[src/rtl/pad_es_lut_loader.sv]
// Writable GEM pad -> CSC eighth-strip table: a sequential host loader that range-checks and
// checksums each word, plus two registered read ports (1-cycle latency, read-first on collision).
module pad_es_lut_loader #(
    parameter int MXADRB    = 8,
    parameter int MXDATB    = 10,
    parameter int ROMLENGTH = 192,
    parameter int MAXES     = 895
) (
    input  logic              clock,
    input  logic              reset_n,
    input  logic              load_start,
    input  logic              wr_valid,
    input  logic [MXDATB-1:0] wr_data,
    output logic              wr_ready,
    input  logic [MXADRB-1:0] adr0,
    input  logic [MXADRB-1:0] adr1,
    output logic [MXDATB-1:0] rd0,
    output logic [MXDATB-1:0] rd1,
    output logic              lut_valid,
    output logic              load_busy,
    output logic              load_error,
    output logic [MXADRB-1:0] load_count,
    output logic [15:0]       checksum
);

    typedef enum logic [1:0] {
        S_IDLE  = 2'd0,
        S_LOAD  = 2'd1,
        S_READY = 2'd2
    } state_t;

    localparam logic [MXADRB-1:0] ROM_LEN  = MXADRB'(ROMLENGTH);
    localparam logic [MXADRB-1:0] LAST_ADR = MXADRB'(ROMLENGTH - 1);
    localparam logic [MXDATB-1:0] MAX_VAL  = MXDATB'(MAXES);

    state_t              state_q, state_d;
    logic [MXADRB-1:0]   load_count_q, load_count_d;
    logic [15:0]         checksum_q, checksum_d;
    logic                load_error_q, load_error_d;
    logic [MXDATB-1:0]   rd0_q, rd0_d;
    logic [MXDATB-1:0]   rd1_q, rd1_d;
    logic                transfer;

    logic [MXDATB-1:0]   mem [ROMLENGTH];

    // A restart pulse takes priority, so a word offered in the same cycle is dropped.
    assign transfer = (state_q == S_LOAD) && wr_valid && !load_start;

    always_comb begin
        state_d      = state_q;
        load_count_d = load_count_q;
        checksum_d   = checksum_q;
        load_error_d = load_error_q;
        if (load_start) begin
            state_d      = S_LOAD;
            load_count_d = '0;
            checksum_d   = '0;
            load_error_d = 1'b0;
        end else if (transfer) begin
            load_count_d = load_count_q + 1'b1;
            checksum_d   = checksum_q + 16'(wr_data);
            if (wr_data > MAX_VAL) begin
                load_error_d = 1'b1;
            end
            if (load_count_q == LAST_ADR) begin
                state_d = S_READY;
            end
        end
    end

    always_comb begin
        rd0_d = '0;
        rd1_d = '0;
        if (adr0 < ROM_LEN) begin
            rd0_d = mem[adr0];
        end
        if (adr1 < ROM_LEN) begin
            rd1_d = mem[adr1];
        end
    end

    always_ff @(posedge clock or negedge reset_n) begin
        if (!reset_n) begin
            state_q      <= S_IDLE;
            load_count_q <= '0;
            checksum_q   <= '0;
            load_error_q <= 1'b0;
            rd0_q        <= '0;
            rd1_q        <= '0;
        end else begin
            state_q      <= state_d;
            load_count_q <= load_count_d;
            checksum_q   <= checksum_d;
            load_error_q <= load_error_d;
            rd0_q        <= rd0_d;
            rd1_q        <= rd1_d;
        end
    end

    // Table storage survives reset; lut_valid is what tells consumers to trust it.
    always_ff @(posedge clock) begin
        if (transfer) begin
            mem[load_count_q] <= wr_data;
        end
    end

    assign wr_ready   = (state_q == S_LOAD);
    assign load_busy  = (state_q == S_LOAD);
    assign lut_valid  = (state_q == S_READY);
    assign load_error = load_error_q;
    assign load_count = load_count_q;
    assign checksum   = checksum_q;
    assign rd0        = rd0_q;
    assign rd1        = rd1_q;

endmodule

[config.mk]
export PLATFORM = sky130hd
export DESIGN_NAME = pad_es_lut_loader
export DESIGN_NICKNAME = d
export VERILOG_FILES = /design/src/rtl/pad_es_lut_loader.sv
export SDC_FILE = /design/constraint.sdc
export NUM_CORES = 2
export LEC_CHECK = 0
export CAP_MARGIN = 10
export CORE_ASPECT_RATIO = 1.25
export CORE_MARGIN = 1.5
export CORE_UTILIZATION = 45
export CTS_CLUSTER_DIAMETER = 100
export DETAILED_ROUTE_END_ITERATION = 12
export DONT_BUFFER_PORTS = 1
export SYNTH_ARGS = -nofsm -noshare
export SYNTH_HDL_FRONTEND = slang
export SYNTH_SLANG_ARGS = --single-unit
[constraint.sdc]
create_clock -name clock -period 5.2 [get_ports clock]
set_input_delay 0.78 -clock clock [delete_from_list [all_inputs] [get_ports clock]]
set_output_delay 0.78 -clock clock [all_outputs]
set_load 0.02 [all_outputs]
==> metrics.txt <==
initial antenna violation count=12; die width=407 um; Setup CP Type=input port to register; CP Launch Type=input port; Final Total Pwr=34.4 mW; max-cap check violation count=0; std cell rows=185; fillers=16,400; Slowest cell on crit path=mux4_2; Iteration-0 DRC Markers=around 7,700; cell count after synthesis=4,725; clock buffer count from CTS=197; grt met2 use=a little under half; violated checks=slew limit; number of flops mapped to enable cells by yosys=1,920; Seq cells post-synth=roughly 2,000; mean post-synth cell area=19.4 um^2; Worst EP arrival=roughly 5.7 ns; Syn Std Cell Area=91,900 um^2; Buf/Inv on CP=0; Syn-to-layout area delta=10.7%; Seq/Total Area, Yosys=about 64%; most frequent cells in the layout=1,920 x edfxtp_1, 973 x mux4_2, 232 x nor2_1; 1st-pass router iterations=6; Post-route DRC=0; area of the core=203,000 um^2; CTS root buf=clkbuf_16; status=finished, violations left; Layout Skew=0.0503 ns; CP Capture Type=register; RSZ-0062 raised after global routing=no; layout cells sized above 1=31.4%; worst skew pair latency=between 0.8 and 0.9 ns; max_slew headroom=-136%; Final Cycle Share=a little over nine tenths; DP HPWL=178,000 um; Total Routed Length=302,000 um; dpl cells=about 7,300; vias in the first global route=53,100; Clock Tree Buf Depth=3; Fmax=around 200 MHz; WP data required=a little under 6 ns; Final nets=4,816; PwrDens=338 nW/um^2; Hold Crit Class=input port to register; Top delay family on crit path=compound AO/OA/AOI/OAI gates; crit path max fanout=roughly 510; area of the multi-input gates=between 30,000 and 40,000 um^2; post-CTS setup repair buffer count=0; GRT busiest layer=met2; largest net degree at the start of global routing=507; Starting Density=a little under half; Hold Fails Final Rpt=0; die height=508 um; Netlist cell types=73; GR Layer Usage met3=roughly 7.0%; Vias=approximately 53,000; gr ovfl total=0; cell-by-cell listing of the critical path=mux4_2, a22o_1, a221oi_1, o22ai_1, a21oi_1, a21o_1, o21ai_0; crit path time final=4.93 ns; Routability Congestion=0.895; clock tree from TritonCTS=yes; # setup viols final=0; synth warn=0; setup_tns=0 ns; Util after Layout=50.1%; Sink Count=1,967; post-CTS sizing=0; wire length per cell=39.4 um; CTS clock-pin slew for the worst setup and hold paths=0.07 ns; largest vdd supply drop=a little under 400 uV; H-Tree Depth=4; FFs w/ async S/R, synth=2.39%; hold_ws=0.0471 ns; slowest cell delay on critical path=between 1 and 1.5 ns; Synth Net Count=4,770; IO Port Bufs=0; vias per cell=6.86; Total GRT Usage=29.1%; Tightest Pin Transition=3.54 ns; first-pass GRT wire length=420,000 um; ys flop type=edfxtp_1; GR Util met1=38.5%; P_leak=31.6 nW; most common cell after layout, fill and taps aside=edfxtp_1; FF+latch area=around 59,000 um^2; Post-DRT Antenna Nets=0; Slew Limit Fails=217; area of the die=around 210,000 um^2; final std cells w/o fill=between 7,000 and 8,000; I/O pin cnt=78
[synthesized netlist by cell type (all sizes together) (50+ instances only)]
cell type  instances  area, um^2
a21oi            101         505
a22oi            141        1060
buf              238        1600
clkbuf           145         544
edfxtp          1920       57700
mux2i            145        1450
mux4             973       21900
nand2            148         556
nand3             50         255
nor2             238         893
o21ai             60         300
o22ai             52         325
[cells by family after synthesis]
logic type               share of synthesized area [%]
AO/OA/AOI/OAI                                     4.45
XOR/XNOR                                         0.133
adder cells (fa/ha/maj)                          0.212
buffers and inverters                             2.41
flip-flops                                        64.0
multiplexers                                      25.8
AND/OR/NAND/NOR                                   2.96
[where the power goes]
part	leakage [nW]	internal (mW)	switching [mW]	total, mW
registers	17.9	17.4	0.131	17.6
clock network	3.16	8.23	6.24	14.5
logic	10.6	1.07	1.29	2.36
[through the flow]
stage	worst slack, ns	area, um^2
after floorplan	2.32	91900
after global placement	0.973	94900
after detailed placement	0.989	94900
after CTS	1.54	101000
after global routing	0.0993	102000
final	0.274	102000
[final cells by class]
cell class	count	area share, %
Sequential cell	1967	57.8
Inverter	19	0.0726
Antenna cell	8	0.0197
Multi-Input combinational cell	2356	30.4
Clock inverter	114	1.10
Clock buffer	254	5.25
Tap cell	2711	3.33
Timing Repair Buffer	230	1.99
[routing by layer]
metal  vias to the layer above  share of wire [%]
li1                      20500                  -
met1                     28400                 37
met2                      3018                 47
met3                       658                 10
met4                        12                5.3
met5                         -              0.023
[sequential cells by signal, summed over array words and instances (netlist names)]
register and count:
checksum 16, load_error 1, state_q 2, rd0 10
rd1 10, load_count 8, mem 1920
[path summary, 6_finish.rpt]
kind,start,end,slack (ns),cells past startpoint
min in group asynchronous,reset_n,checksum[6],0.46,2
worst max register to register,state_q[1],mem[12][2],1.35,7
worst min register to register,state_q[0],state_q[0],0.53,2
worst max-delay path,adr0[1],rd0[3],0.27,7
worst min-delay path,adr1[6],rd1[0],0.05,1
max in group asynchronous,reset_n,rd1[4],4.42,2
[repair_timing]
action                     4_1_cts  5_1_grt
hold buffers                     7        0
hold endpoints to repair        75        0
setup endpoints to repair        0        0
Power figures use the tool's default switching activity.
